**config.mk**
```make
export PLATFORM = sky130hd
export DESIGN_NAME = median_seq
export DESIGN_NICKNAME = d
export VERILOG_FILES = /design/src/rtl/median_seq.sv
export SDC_FILE = /design/constraint.sdc
export NUM_CORES = 1
export LEC_CHECK = 0
export CORE_MARGIN = 3
export CORE_UTILIZATION = 55
export CTS_BUF_LIST = sky130_fd_sc_hd__clkbuf_4 sky130_fd_sc_hd__clkbuf_8
export CTS_CLUSTER_SIZE = 30
export DETAILED_ROUTE_END_ITERATION = 8
export DONT_BUFFER_PORTS = 1
export PLACE_DENSITY = 0.77
export SYNTH_ARGS = -nofsm -noshare
export SYNTH_HDL_FRONTEND = slang
export SYNTH_HIERARCHICAL = 1
export SYNTH_SLANG_ARGS = --single-unit
```
**constraint.sdc**
```tcl
create_clock -name CLK -period 2.3 [get_ports CLK]
set_input_delay 0.46 -clock CLK [delete_from_list [all_inputs] [get_ports CLK]]
set_output_delay 0.46 -clock CLK [all_outputs]
set_load 0.05 [all_outputs]
```
**src/rtl/median_seq.sv**
```systemverilog
// median_seq: streaming N-sample median filter (MED compare/rotate chain plus its sequencer)

// med: ring of DATA_QTDE registers; shift-in on DSI, plain rotate on BYP, else compare-rotate
module med #(
   parameter int DATA_WIDTH = 8,
   parameter int DATA_QTDE  = 9
) (
   input  logic                  CLK,
   input  logic                  DSI,
   input  logic                  BYP,
   input  logic [DATA_WIDTH-1:0] DI,
   output logic [DATA_WIDTH-1:0] DO
);
   localparam int N = DATA_QTDE;
   logic [DATA_WIDTH-1:0] r [N];
   logic [DATA_WIDTH-1:0] hi, lo;
   assign hi = (r[N-1] > r[N-2]) ? r[N-1] : r[N-2];
   assign lo = (r[N-1] > r[N-2]) ? r[N-2] : r[N-1];
   assign DO = r[N-1];
   // last stage keeps the larger of itself and its predecessor; the smaller recirculates to the head
   always_ff @(posedge CLK) begin
      r[0] <= DSI ? DI : (BYP ? r[N-1] : lo);
      for (int i = 1; i < N - 1; i++) r[i] <= r[i-1];
      r[N-1] <= (DSI || BYP) ? r[N-2] : hi;
   end
endmodule

module median_seq #(
   parameter int DATA_WIDTH = 8,
   parameter int DATA_QTDE  = 9
) (
   input  logic                  CLK,
   input  logic                  RST,
   input  logic                  DSI,
   input  logic [DATA_WIDTH-1:0] DI,
   output logic [DATA_WIDTH-1:0] DO,
   output logic                  DSO,
   output logic                  BUSY
);
   localparam int N  = DATA_QTDE;
   localparam int P  = (N - 1) / 2;
   localparam int CW = $clog2(N + 1);
   localparam int PW = $clog2(P + 1);
   typedef enum logic [2:0] {IDLE, LOAD, COMPARE, BYPASS, DONE} state_t;
   state_t state, state_n;
   logic [CW-1:0] cnt, cnt_n, cyc, cyc_n;
   logic [PW-1:0] pass, pass_n;
   logic med_dsi, med_byp;
   med #(.DATA_WIDTH(DATA_WIDTH), .DATA_QTDE(DATA_QTDE)) u_med (
      .CLK(CLK),
      .DSI(med_dsi),
      .BYP(med_byp),
      .DI (DI),
      .DO (DO)
   );
   // state and counter registers
   always_ff @(posedge CLK) begin
      if (RST) begin
         state <= IDLE;
         cnt   <= '0;
         cyc   <= '0;
         pass  <= '0;
      end else begin
         state <= state_n;
         cnt   <= cnt_n;
         cyc   <= cyc_n;
         pass  <= pass_n;
      end
   end
   // pass p: N-1-p compare cycles then p+1 rotate cycles, so the top p+1 values settle at the ring head
   always_comb begin
      state_n = state;
      cnt_n   = cnt;
      cyc_n   = cyc;
      pass_n  = pass;
      BUSY    = (state == COMPARE) || (state == BYPASS);
      DSO     = (state == DONE);
      med_dsi = DSI && !BUSY;
      med_byp = (state != COMPARE);
      case (state)
         IDLE, DONE: begin
            state_n = DSI ? LOAD : IDLE;
            cnt_n   = DSI ? CW'(1) : '0;
         end
         LOAD:
            if (!DSI) begin
               state_n = IDLE;
               cnt_n   = '0;
            end else if (int'(cnt) == N - 1) begin
               state_n = COMPARE;
               cnt_n   = '0;
               cyc_n   = '0;
               pass_n  = '0;
            end else
               cnt_n = cnt + 1'b1;
         COMPARE:
            if (int'(cyc) == N - 2 - int'(pass)) begin
               state_n = (int'(pass) < P) ? BYPASS : DONE;
               cyc_n   = '0;
            end else
               cyc_n = cyc + 1'b1;
         BYPASS:
            if (int'(cyc) == int'(pass)) begin
               state_n = COMPARE;
               cyc_n   = '0;
               pass_n  = pass + 1'b1;
            end else
               cyc_n = cyc + 1'b1;
         default: state_n = IDLE;
      endcase
   end
endmodule

```
==> flow_summary.ini <==
[sta]
setup_ws_ns = 0.2048
clock_skew_ns = 0.008391
fmax_mhz = 477.3
finalHoldViolCount = 0
rsz0062_at_grt = false
slew_violations = 0
slew_headroom = 0.5985
worstMarginPinSlew_ns = 0.5968
fin_crit_sh = 0.9110
setup_viol_count_final = 0
fin_crit_ns = 2.095
setup_tns_ns = 0

[final_layout]
fin_cells = 312
diodes = 0
syn_to_final_growth_pct = 8.912
fin_util = 0.6392
fin_nets = 264
layout-drive-gt1-share = 0.1592

[worst_setup_path]
reg2reg_depth = 5
worstSetupPathType = reg -> reg
r2r-start = u_med/r[0][67]$_DFFE_PP_
critPathMaxStageDelay_ns = 0.55
cp_num_buf_inv = 0
critPathTopFamily = simple AND/OR/NAND/NOR gates
cp_cell_sequence = ha_1 -> nand4_1 -> nor2_1 -> a311o_1 -> or3_2
start_kind = flop
r2r_slack_ns = 0.20
crit-reg2reg-capture = u_med/r[0][71]$_DFFE_PP_
required_ns = 2.36
crit_path_max_fanout = 8
cp.arrival_ns = 2.15
critPathLaunch = u_med/r[0][67]$_DFFE_PP_
end_kind = flop
cp_slowest_cell = or3_2

[clock_tree]
h-tree-depth = 3
clockBufferDepth = 2
cts_resized = 0
cts_hold_buf = 0
cts_root_buf = clkbuf_8
cts.sinks = 86
postCtsSetupRepairBufs = 0
cts.clk_slew.worst_paths_ns = 0.08
cts_inserted_buffers = 9
clock_latency_ns = 0.34
cts_tree = built

[route]
routedWlPerCell_um = 14.45
ant_nets = 0
num_vias = 1659
via_per_inst = 5.317
drtPass1Iterations = 4
drcViolationCount = 0
drtIter0Drc = 97
drt_wl_total_um = 4508

[hold_path]
whs_path_depth = 1
min_from = RST
hold_end = pass[1]$_SDFFE_PP0P_
hold_class = in -> reg

[global_route]
track_usage = 0.1662
first_global_vias = 1618
grt_max_degree = 25
grt_pass1_wl_um = 7700
antenna_found_initial = 0
grt-ovfl-total = 0

[synth]
synth_cell_type_count = 49
yosysWarnings = 6
synthCells = 233
syn-num-nets = 256
ys_ff_latch = 86
syn_avg_cell_area_um2 = 12.29
synthesis.area_mm2 = 0.002864
yosysSeqAreaShare = 0.6291
synth_edf_count = 8
ys_dominant_reg_cell = dfxtp_1
async_reset_ff_frac = 0

[power_and_ir_drop]
leakage_nw = 1.297
ir_drop_mv = 0.7531
switching_power_mw = 1.501
switching_share = 0.3258
p_seq_frac = 0.520
p_comb_frac = 0.260
p_clk_frac = 0.220
powerDensity_mw_per_mm2 = 1477
internal_power_mw = 3.107
p_total_mw = 4.608

[run]
drv_cap = 0

[placement]
pre_cts_ws_ns = 0.2235
dp_cells = 297
dpl.hpwl_um = 3053
place_congestion = 0.8254
portBuffers = 0

[floorplanning]
rows = 25
die_w_um = 78.16
start_util = 0.5869
dieArea_mm2 = 0.006109
die_h_um = 78.16
io_pins = 21
core-area_mm2 = 0.004880

[outcome]
status = completed
-- layer usage --
metal | GRT usage | wire [um] | vias to the layer above
met4 | 0.07343 | 91 | 0
met2 | 0.2337 | 1961 | 31
met3 | 0.08142 | 312 | 10
met5 | 0 | 0 | -
li1 | - | - | 837
met1 | 0.2156 | 2143 | 781
-- cell families (layout without fill, tap and decap cells) --
kind of cell,count (synthesis),after routing,share of synthesized area
buffers and inverters,28,40,0.05898
and+or+nand+nor,69,69,0.1424
AOI/OAI and AO/OA,33,33,0.1000
DFF,86,86,0.6291
muxes,2,2,0.007863
xor gates and xnor gates,3,3,0.009176
adders and majority gates,12,12,0.05242
-- power groups by stage --
stage | clock network (mW) | registers (mW) | logic, mW
global placement | 0 | 2.41 | 1.18
floorplan | 0 | 2.33 | 1.05
finish | 1.01 | 2.40 | 1.20
detailed placement | 0 | 2.43 | 1.19
CTS | 1.04 | 2.41 | 1.20
global route | 1.11 | 2.47 | 1.32
-- synth_stat cells (2+ instances only) --
library cell / number / area (um2)
clkbuf_1: 2 / 7.510
or2_2: 2 / 12.51
nor2b_1: 2 / 12.51
nand4_1: 3 / 18.77
ha_1: 12 / 150.1
a311oi_1: 4 / 35.03
dfxtp_1: 78 / 1562
and4_2: 2 / 20.02
nand3_1: 5 / 25.02
a21o_1: 3 / 22.52
xor2_1: 3 / 26.28
a221o_1: 9 / 90.09
mux2_2: 2 / 22.52
a21oi_1: 5 / 25.02
buf_6: 3 / 33.78
nand2b_1: 3 / 18.77
o21ai_0: 2 / 10.01
nor4_1: 8 / 50.05
nand2_1: 8 / 30.03
and2b_1: 7 / 52.55
nor4b_1: 2 / 17.52
inv_1: 12 / 45.04
dlygate4sd1_1: 2 / 17.52
nand3b_1: 2 / 15.01
edfxtp_1: 8 / 240.2
nor2_1: 14 / 52.55
buf_4: 8 / 60.06
-- layout by cell type (no fill, tap or decap), types with 2 or more instances in the layout --
| cell | count |
|---|---|
| nor2b_1 | 2 |
| a221o_1 | 9 |
| nor4_1 | 8 |
| ha_1 | 12 |
| dfxtp_1 | 78 |
| nor2_1 | 14 |
| edfxtp_1 | 8 |
| o21ai_0 | 2 |
| a21o_1 | 3 |
| nand2b_1 | 3 |
| buf_4 | 13 |
| inv_6 | 2 |
| or2_2 | 2 |
| nor4b_1 | 2 |
| clkinvlp_4 | 2 |
| mux2_2 | 2 |
| nand2_1 | 8 |
| nand4_1 | 3 |
| a311oi_1 | 4 |
| inv_1 | 12 |
| nand3b_1 | 2 |
| xor2_1 | 3 |
| and4_2 | 2 |
| clkbuf_8 | 9 |
| nand3_1 | 5 |
| a21oi_1 | 5 |
| and2b_1 | 7 |
-- per-stage QoR --
step	instance area, um2	hold WS (ns)
final	3119	0.1765
after global routing	3119	0.1558
after CTS	3119	0.1623
after detailed placement	2927	0.3121
after global placement	2927	0.3111
after floorplan	2864	0.3096
-- sequential cells by signal, summed over array words and instances (netlist names) --
| name | cells |
|---|---|
| pass | 3 |
| state | 3 |
| cnt | 4 |
| u_med/r | 72 |
| cyc | 4 |
-- layout make-up --
class	count	area, um2
clock inverter	6	68.82
inverter	12	45.04
clock buffer	9	123.9
tap	67	83.83
multi-input combinational	119	898.4
sequential	86	1802
fill	402	1760
timing repair buffer	13	97.59
-- worst max-delay path by stage --
stage          slack [ns]  depth (start not counted)                       end
3_5_place_dp         0.22                          5  u_med/r[0][67]$_DFFE_PP_
5_1_grt              0.11                          5  u_med/r[0][64]$_DFFE_PP_
3_3_place_gp         0.27                          5  u_med/r[0][68]$_DFFE_PP_
6_report             0.20                          5  u_med/r[0][71]$_DFFE_PP_
4_1_cts              0.20                          5  u_med/r[0][69]$_DFFE_PP_
2_1_floorplan        0.21                          6  u_med/r[0][64]$_DFFE_PP_
No activity file was read; power rests on OpenSTA's default activity.
